`config.mk`:
```
export PLATFORM = sky130hd
export DESIGN_NAME = song_reader
export DESIGN_NICKNAME = d
export VERILOG_FILES = /design/src/rtl/song_reader_pkg.sv /design/src/rtl/song_reader_rom.sv /design/src/rtl/song_reader.sv
export SDC_FILE = /design/constraint.sdc
export NUM_CORES = 1
export LEC_CHECK = 0
export CELL_PAD_IN_SITES_DETAIL_PLACEMENT = 1
export CELL_PAD_IN_SITES_GLOBAL_PLACEMENT = 1
export CORE_MARGIN = 2
export CORE_UTILIZATION = 43
export DETAILED_ROUTE_END_ITERATION = 7
export GPL_TIMING_DRIVEN = 0
export HOLD_SLACK_MARGIN = 0.05
export PLACE_DENSITY = 0.85
export REMOVE_ABC_BUFFERS = 1
export SYNTH_ARGS = -nofsm -noshare
export SYNTH_HDL_FRONTEND = slang
export SYNTH_HIERARCHICAL = 1
export SYNTH_SLANG_ARGS = --single-unit
```
`constraint.sdc`:
```
create_clock -name clk -period 3.05 [get_ports clk]
set_clock_uncertainty 0.15 [all_clocks]
set_input_delay 0.305 -clock clk [delete_from_list [all_inputs] [get_ports clk]]
set_output_delay 0.305 -clock clk [all_outputs]
set_load 0.01 [all_outputs]
```
`src/rtl/song_reader_pkg.sv`:
```
// Shared definitions for the song reader: FSM encoding, entry field layout
// and the ROM contents generator.
package song_reader_pkg;

  typedef enum logic [2:0] {
    ST_IDLE,
    ST_FETCH,
    ST_ISSUE,
    ST_WAIT,
    ST_DONE
  } state_e;

  // Entry layout: [15] advance, [14:9] note, [8:3] duration, [2:0] zero.
  localparam int ADV_BIT  = 15;
  localparam int NOTE_MSB = 14;
  localparam int NOTE_LSB = 9;
  localparam int DUR_MSB  = 8;
  localparam int DUR_LSB  = 3;

  localparam logic [15:0] END_MARKER = 16'h0000;

  // ROM contents for song s, entry e.
  //   song 0: two notes then end marker
  //   song 1: every entry a nonzero note (note = e+1, duration 2, advance)
  //   song 2: two notes (first has stray low bits) then end marker
  //   song 3: empty song
  function automatic logic [15:0] rom_init(input int s, input int e);
    logic [15:0] w;
    w = END_MARKER;
    case (s)
      0: begin
        if (e == 0)      w = 16'h55F8;
        else if (e == 1) w = 16'h8018;
      end
      1: begin
        w[ADV_BIT]           = 1'b1;
        w[NOTE_MSB:NOTE_LSB] = 6'(e + 1);
        w[DUR_MSB:DUR_LSB]   = 6'd2;
      end
      2: begin
        if (e == 0)      w = 16'h4A17;
        else if (e == 1) w = 16'h4C20;
      end
      default: ;
    endcase
    return w;
  endfunction

endpackage

```
`src/rtl/song_reader_rom.sv`:
```
// Song ROM: one table holding every song back to back, registered read
// with one cycle of latency.
module song_rom
  import song_reader_pkg::*;
#(
  parameter int NOTE_AW = 5,
  parameter int SONG_W  = 2
) (
  input  logic                      clk,
  input  logic [SONG_W+NOTE_AW-1:0] addr_i,
  output logic [15:0]               data_o
);

  localparam int DEPTH = 1 << (SONG_W + NOTE_AW);

  logic [15:0] rom_mem [DEPTH];
  logic [15:0] data_q;

  for (genvar gi = 0; gi < DEPTH; gi++) begin : g_init
    localparam int S = gi >> NOTE_AW;
    localparam int E = gi & ((1 << NOTE_AW) - 1);
    assign rom_mem[gi] = rom_init(S, E);
  end

  // Registered read port.
  always_ff @(posedge clk) begin
    data_q <= rom_mem[addr_i];
  end

  assign data_o = data_q;

endmodule

```
`src/rtl/song_reader.sv`:
```
// Song reader: walks the entries of the selected song, hands each one to
// the arranger as a one-cycle strobe and waits for it to be consumed.
module song_reader
  import song_reader_pkg::*;
#(
  parameter int NOTE_AW = 5,
  parameter int SONG_W  = 2
) (
  input  logic               clk,
  input  logic               reset,
  input  logic               play,
  input  logic [SONG_W-1:0]  song,
  input  logic               note_done,
  output logic               load_new_note,
  output logic [15:0]        note_to_load,
  output logic               song_done,
  output logic [NOTE_AW-1:0] entry_index
);

  state_e             state_q;
  logic [SONG_W-1:0]  song_q;
  logic [NOTE_AW-1:0] idx_q;
  logic               load_q;
  logic [15:0]        note_q;
  logic               done_q;
  logic [15:0]        rom_data;

  song_rom #(
    .NOTE_AW(NOTE_AW),
    .SONG_W (SONG_W)
  ) u_rom (
    .clk   (clk),
    .addr_i({song_q, idx_q}),
    .data_o(rom_data)
  );

  // Reader FSM; a song change outside IDLE restarts the new song and
  // overrides anything else happening that cycle, including note_done.
  always_ff @(posedge clk) begin
    if (reset) begin
      state_q <= ST_IDLE;
      song_q  <= '0;
      idx_q   <= '0;
      load_q  <= 1'b0;
      note_q  <= '0;
      done_q  <= 1'b0;
    end else begin
      load_q <= 1'b0;
      if (state_q != ST_IDLE && song != song_q) begin
        song_q  <= song;
        idx_q   <= '0;
        done_q  <= 1'b0;
        state_q <= ST_FETCH;
      end else begin
        case (state_q)
          ST_IDLE: begin
            if (play) begin
              song_q  <= song;
              state_q <= ST_FETCH;
            end
          end
          ST_FETCH: begin
            // Address is applied this cycle; data is valid in ISSUE.
            state_q <= ST_ISSUE;
          end
          ST_ISSUE: begin
            if (play) begin
              if (rom_data == END_MARKER) begin
                done_q  <= 1'b1;
                state_q <= ST_DONE;
              end else begin
                load_q  <= 1'b1;
                note_q  <= {rom_data[ADV_BIT:DUR_LSB], {DUR_LSB{1'b0}}};
                state_q <= ST_WAIT;
              end
            end
          end
          ST_WAIT: begin
            if (note_done) begin
              if (idx_q == {NOTE_AW{1'b1}}) begin
                done_q  <= 1'b1;
                state_q <= ST_DONE;
              end else begin
                idx_q   <= idx_q + 1'b1;
                state_q <= ST_FETCH;
              end
            end
          end
          ST_DONE: begin
            state_q <= ST_DONE;
          end
          default: begin
            state_q <= ST_IDLE;
          end
        endcase
      end
    end
  end

  assign load_new_note = load_q;
  assign note_to_load  = note_q;
  assign song_done     = done_q;
  assign entry_index   = idx_q;

endmodule

```
==> flow_metrics.py, run 1 <==
metrics = {
    "floorplanning": {
        "rows": 23,
        "initial_core_util_pct": 44.6,
        "dieArea_mm2": 0.00465,
        "die_h_um": 68.2,
        "io_pins": 29,
        "die_x_um": 68.2,
        "core_mm2": 0.00397,
    },
    "worst_setup_path": {
        "cp_slowest_cell": "nor3_1",
        "path_buf_inv": 0,
        "crit_required_ps": 3060,
        "cp_max_fo": 9,
        "r2r_start": "entry_index[1]",
        "crit_chain": "ha_1 > and3_1 > ha_1 > nor3_1 > mux2i_1 > nor2_1",
        "worstReg2RegEnd": "entry_index[4]",
        "cp_slowest_stage_delay_ps": 490,
        "critPathKind": "reg2reg",
        "cp.arrival_ps": 2190,
        "reg2reg_depth": 6,
        "cp-end-kind": "flip-flop",
        "crit_path_frequent_cell": "ha_1",
        "critPathTopFamily": "simple AND/OR/NAND/NOR gates",
        "r2r_setup_slack_ps": 870,
        "setup.worst_path.start_class": "flip-flop",
    },
    "cts": {
        "clock_sinks": 37,
        "post_cts_buffers": 0,
        "post_cts_resized": 0,
        "clockBufferDepth": 2,
        "hold_buffers": 0,
        "h-tree-depth": 2,
        "clkLatencyLatePin_ps": 290,
        "cts_buffers": 5,
        "clk_pin_slew_ps": 70,
        "cts_root_buf": "clkbuf_8",
        "cts_tree": "done",
    },
    "synth": {
        "synthTopCellsByArea": "dfxtp_1 42%, a21oi_1 5.7%, nand3_1 5.7%",
        "synth-seq-cells": 37,
        "synth_common_cells": "37 x dfxtp_1, 20 x a21oi_1, 20 x nand3_1, 12 x nor2_1",
        "yosys_warnings": 6,
        "yosysTopAreaCellShare_pct": 41.8,
        "synthArstFlopShare_pct": 0,
        "synth_edf_count": 0,
        "syn_area_mm2": 0.00177,
        "synth-seq-area-share_pct": 41.8,
        "synthFlopType": "dfxtp_1",
        "yosys.area.top_type": "dfxtp_1",
        "ys_types": 41,
        "synth.avg_cell_area_um2": 8.94,
        "yosysMostFrequentCell": "dfxtp_1",
        "syn_inst": 198,
    },
    "global_routing": {
        "grt_pass1_vias": 1454,
        "antenna_found_initial": 0,
        "overflow": 0,
        "grt_use_total_pct": 20.4,
        "grt_max_degree": 20,
        "grt_pass1_wl_mm": 6.96,
    },
    "worst_hold_path": {
        "min_from": "song_done",
        "hp-class": "reg2reg",
        "hold_depth": 2,
        "holdPathEnd": "song_done",
    },
    "finish": {
        "nets": 225,
        "drive_gt1_share_pct": 7.94,
        "syn_to_final_growth_pct": 17.1,
        "antenna_cells": 0,
    },
    "placed_design": {
        "dp_hpwl_mm": 2.89,
        "port_buffers": 25,
        "globalplace.congestion": 0.739,
    },
    "route": {
        "drtIter0Drc": 96,
        "antenna_left": 0,
        "viasPerCell": 5.63,
        "routed_wl_mm": 4.12,
        "num_vias": 1485,
        "wire_per_inst_um": 15.6,
        "dr.pass1.iters": 4,
        "drc": 0,
    },
    "sta": {
        "finalSetupViolations": 0,
        "tightest_slew_ps": 681,
        "rsz0062_at_grt": "no",
        "finalHoldViolCount": 0,
        "fin_crit_sh_pct": 71.5,
        "setup_tns_ps": 0,
        "relSlewSlack_pct": 54.4,
        "drv_slew": 0,
        "layout_min_cycle_time_ps": 2180,
        "fmax_ghz": 0.459,
    },
    "power_and_ir_drop": {
        "power_density_mw_per_mm2": 651,
        "ir_drop_v": 0.000280,
        "p_total_mw": 1.35,
        "leakage_nw": 0.734,
    },
    "run": {
        "drv_cap": 0,
    },
    "status": {
        "outcome": "completed",
    },
}
## layer usage
metal | GRT usage, % | part of all wire [%] | routed length (µm) | vias up
li1 | - | - | - | 733
met1 | 25.8 | 47 | 1940 | 723
met2 | 34.0 | 49 | 2010 | 24
met3 | 5.10 | 2.9 | 120 | 5
met4 | 6.50 | 1.3 | 52 | 0
met5 | 0 | 0 | 0 | -
## layout make-up
| type | instances | area (µm²) |
|---|---|---|
| clock buffers | 6 | 82.6 |
| clock inverters | 2 | 37.5 |
| fillers | 465 | 1900 |
| inverters | 7 | 26.3 |
| multi-input cells | 137 | 873 |
| flip-flops and latches | 37 | 741 |
| well taps | 50 | 62.6 |
| repair buffers | 25 | 250 |
## cells by family (layout without fill, tap and decap cells)
group                      after synthesis  count (layout)  synth area share [%]
other                                    1               3                 0.212
xor gates and xnor gates                 5               5                  2.47
muxes                                    6               6                  3.39
AOI/OAI and AO/OA                       48              48                  15.6
buffers and inverters                   26              40                  9.26
adders and majority gates                6               6                  4.24
DFF                                     37              37                  41.8
and+or+nand+nor                         69              69                  23.0
## layout by cell type, fill, tap and decap left out, drive strengths merged
| cell type | count |
|---|---|
| o32ai | 1 |
| o22ai | 1 |
| nand4 | 1 |
| nor3 | 3 |
| conb | 3 |
| xor2 | 2 |
| a21oi | 20 |
| a2bb2oi | 1 |
| clkbuf | 6 |
| o31ai | 5 |
| o21ai | 16 |
| ha | 6 |
| bufinv | 1 |
| o311ai | 1 |
| clkdlybuf4s50 | 25 |
| nand2b | 3 |
| nand3b | 2 |
| and4 | 1 |
| nor4 | 10 |
| nand3 | 20 |
| nor2b | 3 |
| or2b | 1 |
| and3 | 3 |
| xnor2 | 3 |
| dfxtp | 37 |
| a21o | 2 |
| or4 | 2 |
| mux2i | 6 |
| clkinvlp | 1 |
| inv | 7 |
| or4b | 1 |
| nor3b | 1 |
| nor2 | 13 |
| nand2 | 5 |
| a211oi | 1 |
## worst max path at each step
| stage | start | end | slack (ps) | cells past startpoint |
|---|---|---|---|---|
| floorplan | entry_index[0] | entry_index[1] | 1080 | 6 |
| global placement | play | note_to_load[3] | 780 | 5 |
| detailed placement | play | note_to_load[3] | 700 | 5 |
| CTS | entry_index[0] | entry_index[4] | 840 | 6 |
| global route | entry_index[0] | entry_index[4] | 720 | 6 |
| finish | entry_index[1] | entry_index[4] | 870 | 6 |
## power breakdown
part	switching (mW)	internal (mW)
clock	0.178	0.266
combinational	0.159	0.120
sequential	0.0823	0.544
## tightest hold or removal path: stages, from the launching register on
cell     delay [ps]
dfxtp_1         310
inv_1            40
a21oi_1          50
## flip-flops by register name, summed over array words and instances (netlist names)
signal / flops
note_to_load: 13
load_new_note: 1
entry_index: 5
song_done: 1
song_q: 2
u_rom/data_o: 12
state_q: 3
## metrics by stage
step / hold slack (ps) / instance area (µm²) / cells / worst slack, ps / util, %
after floorplan: 224 / 1640 / 181 / 1080 / -
after global placement: 290 / 1950 / 256 / 775 / 49.2
after detailed placement: 300 / 1950 / 256 / 702 / 49.2
after CTS: 310 / 2070 / 264 / 842 / 52.2
after global routing: 339 / 2070 / 264 / 721 / 52.2
final: 306 / 2070 / 264 / 869 / 52.2
No activity file was read; power rests on OpenSTA's default activity.
==> run 2: changes to the inputs <==
Settings changed: CORE_UTILIZATION 43 to 36, PLACE_DENSITY 0.85 to 0.76.
Clock period 3.05 ns to 1.8 ns, I/O delays scaled along.
==> run 2 against run 1 <==
Hold slack worse by 120 ps. Non-clock buffer count up 17. Power rose by 87%. Sequential cell count stayed put. Sequential share of layout area shrank 4.0 points. Global-route usage shrank 2.8 points. Sequential power up 72%. Setup slack worse by 870 ps. Register-to-register slack got worse by 870 ps. Die area grew 18%. Combinational power grew to 2.6 times the previous value. Critical path type unchanged. Largest cell class unchanged. Largest power group unchanged. Highest routed layer unchanged.
==> flow_metrics.py, run 2 (same netlist as run 1, synthesis figures left out) <==
metrics = {
    "sta": {
        "relSlewSlack_pct": 51.3,
        "fin_crit_sh_pct": 99.9,
        "rsz0062_at_grt": "yes",
        "finalHoldViolCount": 0,
        "fmax_ghz": 0.556,
        "layout_min_cycle_time_ps": 1800,
        "finalSetupViolations": 0,
        "drv_slew": 0,
        "tightest_slew_ps": 729,
    },
    "route": {
        "routed_wl_mm": 4.85,
        "viasPerCell": 5.34,
        "num_vias": 1598,
        "antenna_left": 0,
        "wire_per_inst_um": 16.2,
        "drtIter0Drc": 54,
        "dr.pass1.iters": 4,
        "drc": 0,
    },
    "worst_setup_path": {
        "crit_start": "state_q[0]",
        "r2r_start": "state_q[0]",
        "path_buf_inv": 0,
        "crit_chain": "or2b_4 > or4_4 > o21ai_2 > a21oi_2",
        "cp.arrival_ps": 1800,
        "critPathTopFamily": "simple AND/OR/NAND/NOR gates",
        "crit_required_ps": 1800,
        "cp-end-kind": "flip-flop",
        "cp_slowest_stage_delay_ps": 610,
        "cp_max_fo": 7,
        "setup.worst_path.start_class": "flip-flop",
        "critPathKind": "reg2reg",
        "r2r_setup_slack_ps": 1,
        "cp_slowest_cell": "or4_4",
    },
    "worst_hold_path": {
        "min_from": "song[0]",
        "hp-class": "in2reg",
    },
    "finish": {
        "final.fill_count": 527,
        "final_area_mm2": 0.00241,
        "nets": 243,
        "final_common_cell": "dfxtp_1",
        "syn_to_final_growth_pct": 36.3,
        "final-instance-count-excl-fill": 299,
        "final_cell_mix": "28 x dfxtp_1, 22 x clkdlybuf4s50_1, 20 x nand3_1",
        "post-route-util_pct": 51.1,
        "multi_input_area_mm2": 0.00104,
        "drive_gt1_share_pct": 27.2,
        "antenna_cells": 0,
        "largest_reg_flops": 13,
        "regArea_um2": 764,
    },
    "global_routing": {
        "grt_use_total_pct": 17.6,
        "overflow": 0,
        "grt_max_degree": 20,
        "antenna_found_initial": 0,
        "grt_pass1_vias": 1481,
        "grt_pass1_wl_mm": 7.27,
    },
    "power_and_ir_drop": {
        "power_density_mw_per_mm2": 1050,
        "leakage_nw": 0.857,
        "ir_drop_v": 0.000410,
        "p_total_mw": 2.53,
    },
    "placed_design": {
        "globalplace.congestion": 0.869,
        "port_buffers": 25,
        "dp_hpwl_mm": 2.72,
        "placed_cell_area_mm2": 0.00197,
        "numPlacedInstances": 273,
    },
    "cts": {
        "cts_root_buf": "clkbuf_8",
        "clkLatencyLatePin_ps": 300,
        "clock_sinks": 37,
        "cts_buffers": 5,
        "cts_tree": "done",
        "clk_pin_slew_ps": 80,
        "clockBufferDepth": 2,
        "h-tree-depth": 2,
    },
    "floorplanning": {
        "core_mm2": 0.00472,
        "io_pins": 29,
        "die_h_um": 74.1,
        "initial_core_util_pct": 37.5,
        "die_x_um": 74.1,
        "rows": 25,
        "dieArea_mm2": 0.00549,
    },
    "run": {
        "drv_cap": 0,
    },
    "status": {
        "outcome": "completed",
    },
}
==> run 2: changes by cell type in the layout (fill, tap and decap cells not counted), moves of 4 or more <==
cell,previous run,this run
dfxtp_2,0,4
nor4_1,9,4
dfxtp_1,37,28
dfxtp_4,0,5
o21ai_2,1,6
buf_4,0,16
==> run 2: per-stage QoR <==
step	setup WS, ps	TNS [ps]	hold WS, ps
after floorplan	-166	-440	99.1
after global placement	-359	-6680	294
after detailed placement	-373	-7000	305
after CTS	1.37	0	314
after global routing	-49.6	-374	203
final	1.31	0	187
==> run 2: final timing paths <==
kind | end | cells after the start
min reg2reg | note_to_load[6] | 2
max reg2reg | note_to_load[11] | 4
min | song_q[0] | 3
max | note_to_load[11] | 4
==> run 2: final cells by class <==
| class | instances | area share (%) |
|---|---|---|
| clock buffer | 5 | 2.85 |
| sequential | 37 | 31.7 |
| inverter | 7 | 1.09 |
| multi-input combinational | 138 | 43.1 |
| clock inverter | 3 | 1.92 |
| tap | 67 | 3.48 |
| timing repair buffer | 42 | 15.9 |
==> run 2: metal layers <==
metal,share of wire [%],track usage (%),vias up
met5,0,0,-
met2,51,28.5,41
met4,1.6,7.68,0
met1,44,22.6,779
li1,-,-,769
met3,3.8,3.79,9
==> run 2: power breakdown <==
part           switching [mW]  leakage (nW)  internal (mW)
registers               0.144         0.308          0.933
logic                   0.388         0.495          0.331
clock network           0.318        0.0543          0.415
total                   0.851         0.857           1.68
==> run 2: repair_timing <==
item,4_1_cts,5_1_grt
gates resized for setup,24,24
gates cloned,1,0
endpoints found under the setup margin,24,21
pin swaps,2,6
buffers inserted,3,14
hold buffers,0,0
==> run 2: worst reg2reg max path: stages, from the launching register on <==
cell and delay [ps]:
dfxtp_4 370, or2b_4 290, or4_4 610, o21ai_2 180, a21oi_2 60
==> run 3: changes to the inputs <==
Settings changed: CORE_UTILIZATION 36 to 40, PLACE_DENSITY 0.76 to 0.8.
Clock period 1.8 ns to 1.7 ns, I/O delays scaled along.
==> run 3 against run 2 <==
The run now ends with negative setup slack left. Via count is 4.8% higher. Global-route usage up 3.2 points. Cell area is 1.6% higher. Non-clock buffer count is 2 lower. Clock power down 20%. Die area is 9.5% lower. Power is 1.9% higher. Fmax decreased by 0.70%. First-iteration DRC count rose by 110%.
==> flow_metrics.py, run 3 (same netlist as run 1, synthesis figures left out) <==
metrics = {
    "status": {
        "outcome": "finished with violations",
        "violations": "negative setup slack",
    },
    "sta": {
        "whs_ps": 223,
        "tightest_slew_ps": 779,
        "finalSetupViolations": 16,
        "relSlewSlack_pct": 48.1,
        "rsz0062_at_grt": "yes",
        "fin_crit_sh_pct": 107,
        "worst_slack_ps": -111,
        "layout_min_cycle_time_ps": 1810,
        "fmax_ghz": 0.552,
        "finalHoldViolCount": 0,
        "drv_slew": 0,
    },
    "worst_setup_path": {
        "critPathKind": "reg2reg",
        "cp-end-kind": "flip-flop",
        "crit_required_ps": 1690,
        "crit_start": "song_q[0]",
        "cp_max_fo": 7,
        "setup.worst_path.start_class": "flip-flop",
        "cp.arrival_ps": 1800,
        "r2r_start": "song_q[0]",
    },
    "finish": {
        "final_area_mm2": 0.00245,
        "nets": 242,
        "post-route-util_pct": 57.1,
        "largest_reg_flops": 13,
        "final_cell_mix": "26 x dfxtp_1, 20 x clkdlybuf4s50_1, 19 x nand3_1",
        "final.fill_count": 476,
        "syn_to_final_growth_pct": 38.4,
        "antenna_cells": 0,
        "final_common_cell": "dfxtp_1",
        "drive_gt1_share_pct": 30.3,
    },
    "floorplanning": {
        "dieArea_mm2": 0.00497,
        "die_x_um": 70.5,
        "core_mm2": 0.00429,
        "die_h_um": 70.5,
        "rows": 24,
        "initial_core_util_pct": 41.2,
        "io_pins": 29,
    },
    "route": {
        "routed_wl_mm": 5.30,
        "viasPerCell": 5.92,
        "drc": 0,
        "num_vias": 1675,
        "antenna_left": 0,
        "wire_per_inst_um": 18.7,
        "drtIter0Drc": 111,
        "dr.pass1.iters": 4,
    },
    "power_and_ir_drop": {
        "p_int_mw": 1.64,
        "ir_drop_v": 0.000549,
        "p_total_mw": 2.58,
        "seq_power_share_pct": 45.1,
        "power_frac_comb_pct": 32.0,
        "pwr-share-clk_pct": 22.9,
        "netSwitchingPower_mw": 0.932,
        "power_density_mw_per_mm2": 1050,
        "p_sw_share_pct": 36.2,
        "leakage_nw": 0.854,
    },
    "cts": {
        "cts_buffers": 5,
        "h-tree-depth": 2,
        "cts_root_buf": "clkbuf_8",
        "clock_sinks": 37,
        "clockBufferDepth": 2,
        "hold_buffers": 0,
        "clk_pin_slew_ps": 70,
        "cts_tree": "done",
        "clkLatencyLatePin_ps": 290,
    },
    "global_routing": {
        "grt_pass1_wl_mm": 8.09,
        "overflow": 0,
        "grt_max_degree": 20,
        "antenna_found_initial": 0,
        "grt_pass1_vias": 1613,
        "grt_use_total_pct": 20.8,
    },
    "placed_design": {
        "port_buffers": 25,
        "placed_cell_area_mm2": 0.00196,
        "globalplace.congestion": 0.787,
        "dp_hpwl_mm": 2.69,
    },
    "run": {
        "drv_cap": 0,
    },
    "worst_hold_path": {
        "hp-class": "in2reg",
        "min_from": "song[1]",
    },
}
-- run 3: cell count changes in the layout (fill, tap and decap cells not counted), moves of 2 or more --
cell | previous run | this run
dfxtp_1 | 28 | 26
nor4_2 | 3 | 0
dlygate4sd2_1 | 0 | 3
o21ai_2 | 6 | 8
buf_6 | 0 | 2
clkbuf_1 | 0 | 3
dfxtp_4 | 5 | 7
buf_4 | 16 | 13
clkdlybuf4s50_1 | 22 | 20
o21ai_1 | 7 | 5
nor4_4 | 3 | 7
-- run 3: timing repair --
item                                    CTS  global route
endpoints found under the setup margin   28            23
gates cloned                              1             2
resized for setup                        39            33
pin swaps                                12            10
buffers inserted                         11             3
-- run 3: critical path, cell delays in order (launching register included) --
cell,delay [ps]
dfxtp_4,370
xor2_4,230
or4_4,640
o21ai_1,170
a21oi_1,90
-- run 3: path summary, 6_finish.rpt --
path	cells after the start	slack [ps]	end
max	4	-110	note_to_load[10]
min	3	220	song_q[1]
max reg2reg	4	-110	note_to_load[10]
min reg2reg	2	300	song_done
-- run 3: stage by stage --
| stage | TNS [ps] | setup slack, ps | std cells |
|---|---|---|---|
| after CTS | -446 | -61.2 | 278 |
| after detailed placement | -8980 | -449 | 258 |
| final | -918 | -111 | 283 |
| after global placement | -8640 | -457 | 258 |
| after global routing | -1680 | -143 | 283 |
| after floorplan | -1910 | -266 | 181 |
-- run 3: power groups by stage --
stage / clock [mW] / sequential, mW / combinational (mW)
floorplan: 0 / 1.11 / 0.356
global placement: 0 / 1.14 / 0.472
detailed placement: 0 / 1.14 / 0.485
CTS: 0.596 / 1.10 / 0.659
global route: 0.630 / 1.17 / 0.876
finish: 0.590 / 1.16 / 0.825
-- run 3: final cells by class --
type / count / area (µm²) / area share [%]
Timing Repair Buffer: 40 / 372 / 15.2
Tap cell: 52 / 65.1 / 2.66
Clock buffer: 8 / 80.1 / 3.27
Inverter: 7 / 26.3 / 1.07
Sequential cell: 37 / 772 / 31.5
Multi-Input combinational cell: 139 / 1130 / 46.3
-- run 3: per-layer routing --
metal  up-vias  track usage, %  routed length [µm]
li1        769               -                   -
met1       851            25.7                2370
met2        46            34.9                2610
met3         9            4.99                 234
met4         0            8.81                  89
met5         -               0                   0
